`src/rtl/inst_fetch_unit.sv`:
```
// Program counter and fetch stage in front of the instruction ROM: drives the ROM
// address, registers the returned word for the decoder and sequences IDLE/RUN/HALT.
module inst_fetch_unit #(
  parameter int               ADDR_W    = 8,
  parameter int               INST_W    = 10,
  parameter logic [INST_W-1:0] HALT_INST = '0,
  parameter bit               WRAP_HALT = 1'b1
) (
  input  logic              clk,
  input  logic              rst_n,
  input  logic              start,
  input  logic [ADDR_W-1:0] start_addr,
  input  logic              stall,
  input  logic              jump_valid,
  input  logic [ADDR_W-1:0] jump_addr,
  input  logic              branch_taken,
  input  logic [ADDR_W-1:0] branch_off,
  output logic [ADDR_W-1:0] inst_addr,
  input  logic [INST_W-1:0] inst_in,
  output logic [INST_W-1:0] inst_out,
  output logic              inst_valid,
  output logic [ADDR_W-1:0] pc_out,
  output logic              halted,
  output logic [15:0]       fetch_count,
  output logic [1:0]        dbgState
);

  // Handshake: inst_valid qualifies inst_out/pc_out; stall is the decoder's not-ready,
  // and while it is high the whole stage (including a presented word) is held.
  typedef enum logic [1:0] {
    IDLE = 2'd0,
    RUN  = 2'd1,
    HALT = 2'd2
  } fetchState_e;

  fetchState_e       state, stateNext;
  logic [ADDR_W-1:0] pc, pcNext;
  logic [ADDR_W-1:0] pcOutQ, pcOutNext;
  logic [INST_W-1:0] instOutQ, instOutNext;
  logic              instValidQ, instValidNext;
  logic              countInc;
  logic [15:0]       fetchCount;

  always_ff @(posedge clk or negedge rst_n) begin
    if (!rst_n) begin
      state      <= IDLE;
      pc         <= '0;
      pcOutQ     <= '0;
      instOutQ   <= '0;
      instValidQ <= 1'b0;
      fetchCount <= '0;
    end else begin
      state      <= stateNext;
      pc         <= pcNext;
      pcOutQ     <= pcOutNext;
      instOutQ   <= instOutNext;
      instValidQ <= instValidNext;
      if (countInc && fetchCount != 16'hFFFF) fetchCount <= fetchCount + 16'd1;
    end
  end

  always_comb begin
    stateNext     = state;
    pcNext        = pc;
    pcOutNext     = pcOutQ;
    instOutNext   = instOutQ;
    instValidNext = instValidQ;
    countInc      = 1'b0;
    case (state)
      IDLE: begin
        instValidNext = 1'b0;
        if (start) begin
          pcNext    = start_addr;
          stateNext = RUN;
        end
      end
      RUN: begin
        if (!stall) begin
          if (jump_valid) begin
            pcNext        = jump_addr;
            instValidNext = 1'b0;
          end else if (branch_taken) begin
            pcNext        = pcOutQ + branch_off;
            instValidNext = 1'b0;
          end else if (inst_in == HALT_INST) begin
            // pc stays on the halt word so a later restart can inspect it
            stateNext     = HALT;
            instValidNext = 1'b0;
          end else begin
            instOutNext   = inst_in;
            pcOutNext     = pc;
            instValidNext = 1'b1;
            countInc      = 1'b1;
            if (WRAP_HALT && pc == {ADDR_W{1'b1}}) stateNext = HALT;
            else pcNext = pc + ADDR_W'(1);
          end
        end
      end
      HALT: begin
        instValidNext = 1'b0;
        if (start) begin
          pcNext    = start_addr;
          stateNext = RUN;
        end
      end
      default: begin
        stateNext     = IDLE;
        instValidNext = 1'b0;
      end
    endcase
  end

  assign inst_addr   = pc;
  assign inst_out    = instOutQ;
  assign inst_valid  = instValidQ;
  assign pc_out      = pcOutQ;
  assign halted      = (state == HALT);
  assign fetch_count = fetchCount;
  assign dbgState    = state;

endmodule

```
`config.mk`:
```
export PLATFORM = sky130hd
export DESIGN_NAME = inst_fetch_unit
export DESIGN_NICKNAME = d
export VERILOG_FILES = /design/src/rtl/inst_fetch_unit.sv
export SDC_FILE = /design/constraint.sdc
export NUM_CORES = 1
export LEC_CHECK = 0
export ABC_AREA = 1
export CORE_ASPECT_RATIO = 2
export CORE_UTILIZATION = 44
export DETAILED_ROUTE_END_ITERATION = 8
export HOLD_SLACK_MARGIN = 0.08
export PLACE_DENSITY = 0.82
export REMOVE_ABC_BUFFERS = 1
export SETUP_SLACK_MARGIN = 0.4
export SLEW_MARGIN = 20
export SYNTH_ARGS = -nofsm -noshare
export SYNTH_HDL_FRONTEND = slang
export SYNTH_SLANG_ARGS = --single-unit
```
`constraint.sdc`:
```
create_clock -name clk -period 2.2 [get_ports clk]
set_input_delay 0.44 -clock clk [delete_from_list [all_inputs] [get_ports clk]]
set_output_delay 0.44 -clock clk [all_outputs]
set_load 0.02 [all_outputs]
```
==> impl_results.md <==
- Status: completed
- Routed length per placed instance: 14.31 microns
- TritonCTS Buffers: 5
- Vias in the first global route: 2973
- Combinational share of power: 0.491
- First-pass GRT wire length: 13.03 mm
- Crit Path Max Fanout: 2
- Critical path data arrival time: 1.37 ns
- Clk buf depth: 2
- Class of the most critical setup path: flop to output port
- H-tree Lvls: 2
- Worst voltage drop across the vdd grid: 0.6493 mV
- CTS Root Cell: clkbuf_16
- Routability Congestion: 0.8976
- Maximum clock rate: 0.5520 GHz
- Hold buffer count at CTS: 0
- Power Internal: 2.386 mW
- Post-detailed-placement cell area: 3845 sq um
- Yosys warnings: 0
- Endpoints failing setup: 0
- WHS: 0.1047 ns
- Total number of cells along the worst setup path: 2
- Layout cells sized above 1: 0.1579
- Final min period: 1.812 ns
- Starting density of the core: 0.4636
- Worst min-delay path category: input pin to asynchronous set/reset pin
- Maximum number of pins on one net before global-route repair: 22
- Crit share post-route: 0.8235
- Clk sink count: 45
- Overall Global Routing Usage: 0.2594
- Clock insertion delay at the later pin of the skew report: 0.28 ns
- Standard cell with the maximum stage delay on the critical path: clkdlybuf4s50_1
- Nature of the critical path startpoint: flop
- TritonCTS clock tree: built
- Fillcell total: 519
- Slew headroom: 0.6895
- HPWL after detailed placement: 6.512 mm
- Drt first-iter violations: 92
- Dominant delay contributor by cell family on the critical path: buffers and inverters
- Non-filler instance count after layout: 578
- Overflow left after global routing: 0
- Number of I/O port buffers: 85
- Most common cell after layout, fill and taps aside: nand2_1
- Final Hold Vio Count: 0
- Number of diodes added for antenna fixing: 0
- Number of nets with antenna violations after detailed routing: 0
- Most common flop cell mapped by yosys: dfrtp_1
- Max-slew violations: 0
- Distinct cell type count of the synthesized netlist: 31
- Worst path buffer plus inverter count: 2
- Core area: 6056 sq um
- Worst EP required: 1.76 ns
- Total Power: 4.100 mW
- Post-Synthesis Mean Instance Area: 7.255 sq um
- Netlist area before placement: 2808 sq um
- # DRC: 0
- Share of synthesized flip-flops with an asynchronous set or reset: 1.000
- Sequential element share of the synthesized area: 0.4011
- Growth of design area from synthesis to finish: 48.71%
- Largest stage delay on the critical path: 0.59 ns
- Worst-case setup margin in the final layout: 0.3883 ns
- Initial antenna violation count: 0
- Floorplan die area: 6724 sq um
- Cell-by-cell trace of the critical path: buf_4, clkdlybuf4s50_1
- Clock power share: 0.175
- Num rows: 40
- Cell leakage power: 2.101 nW
- Power density over cell area: 982.0 nW/um^2
- Most frequent cells in the layout: nand2_1, clkdlybuf4s50_1, nor2_1, dfrtp_1, inv_1
- Clock transition time at the flip-flop clock pins of the worst setup and hold paths: 0.06 ns
- Width of the die: 58.49 microns
- Switch share: 0.4180
- Post-synth EDFFs: 0
- Sequential fraction of design power: 0.334
- Iteration count of the initial detailed-routing pass: 4
- Count of mapped cells out of synthesis: 387
- Kind of capture point of the worst setup path: output port
- Setup repair after global routing missed its margin: yes
- Cells after DPL: 565
- Actual transition at the worst max-transition pin: 0.4658 ns
- Overall die height: 115.0 microns
- Yosys reg bits: 45
- Post-detailed-route via-to-cell ratio: 5.107
- Count of cells along the worst register-to-register path: 13
- Number of nets at the end of the flow: 543
- Number of max-capacitance violations reported: 0
- Power spent charging and discharging nets: 1.714 mW
- Routed wire length: 8.272 mm
- Worst Setup Slack post-DPL: -0.09888 ns
- Skew final: 0.002908 ns
- Total non-filler cell area in the finished layout: 4175 sq um
- Total via count in the routed design: 2952
- Number of top-level design ports: 86
-- cells by family after synthesis --
family          share of synthesized area
flops                              0.4011
simple gates                       0.3485
xor+xnor                          0.06105
fa+ha+maj                         0.04724
buf+inv                           0.07263
compound gates                    0.06952
-- worst paths after layout --
kind                                   from            to  slack, ns
worst max-delay path              pc_out[0]     pc_out[0]       0.39
worst min-delay path                  rst_n   inst_out[1]       0.10
worst max register to register    pc_out[0]  inst_addr[6]       0.47
worst min register to register  inst_out[9]   inst_out[9]       0.47
max in group asynchronous             rst_n  inst_addr[1]       1.52
min in group clk                inst_out[9]   inst_out[9]       0.47
-- synthesized netlist by cell type (2+ instances only) --
cell type / count / area, sq um
a21oi_1: 10 / 50.05
buf_2: 3 / 15.01
buf_6: 2 / 22.52
dfrtp_1: 45 / 1126
ha_1: 9 / 112.6
inv_1: 35 / 131.4
inv_2: 4 / 15.01
nand2_1: 134 / 503.0
nand2_2: 4 / 25.02
nand3_1: 27 / 135.1
nand4_1: 6 / 37.54
nor2_1: 45 / 168.9
nor2_4: 5 / 56.30
nor3_1: 5 / 25.02
o21ai_0: 16 / 80.08
o21ai_1: 8 / 40.04
o221ai_1: 2 / 17.52
xnor2_1: 5 / 43.79
xor2_1: 9 / 78.83
xor2_2: 2 / 32.53
-- worst reg2reg max path, cell delays in order (launching register included) --
cell     delay (ns)
dfrtp_1        0.38
ha_2           0.21
inv_2          0.04
fa_2           0.35
inv_2          0.06
nand2_2        0.05
nand2_4        0.07
nand3_2        0.09
nand2_1        0.08
nand2_1        0.05
nand3_1        0.06
nand2_1        0.05
nand2_1        0.07
a21oi_2        0.05
-- what timing repair did --
item                       CTS  global route
pin swaps                    4            14
setup endpoints to repair   24            31
gates resized for setup     30            37
buffers inserted             0             5
-- state kept, by name, indices dropped and copies added, names as in the netlist --
register     cells
inst_out        10
inst_valid       1
dbgState         2
inst_addr        8
fetch_count     16
pc_out           8
-- metrics by stage --
step            TNS, ns  utilization
6_report              0       0.6895
3_5_place_dp    -0.2111       0.6349
5_1_grt               0       0.6895
2_1_floorplan         0            -
3_3_place_gp   -0.05578       0.6349
4_1_cts               0       0.6645
-- power groups by stage --
stage	logic (mW)	registers, mW	clock network (mW)
after global placement	1.85	1.35	0
final	2.01	1.37	0.719
after CTS	1.90	1.35	0.741
after global routing	2.21	1.40	0.757
after floorplan	0.776	1.58	0
after detailed placement	1.88	1.35	0
-- layout make-up --
cell class              count  area, sq um  area share
flip-flops and latches     45         1131      0.2709
inverters                  40        156.4     0.03746
well taps                  84        105.1     0.02517
repair buffers            107         1033      0.2475
clock buffers               8        136.4     0.03266
multi-input cells         294         1613      0.3863
-- routing by layer --
| layer | GRT usage | vias up | share of wire |
|---|---|---|---|
| met2 | 0.4989 | 145 | 0.56 |
| met1 | 0.2355 | 1343 | 0.33 |
| li1 | - | 1431 | - |
| met5 | 0 | - | 0 |
| met3 | 0.05174 | 33 | 0.061 |
| met4 | 0.1603 | 0 | 0.048 |
No activity file was read; power rests on OpenSTA's default activity.
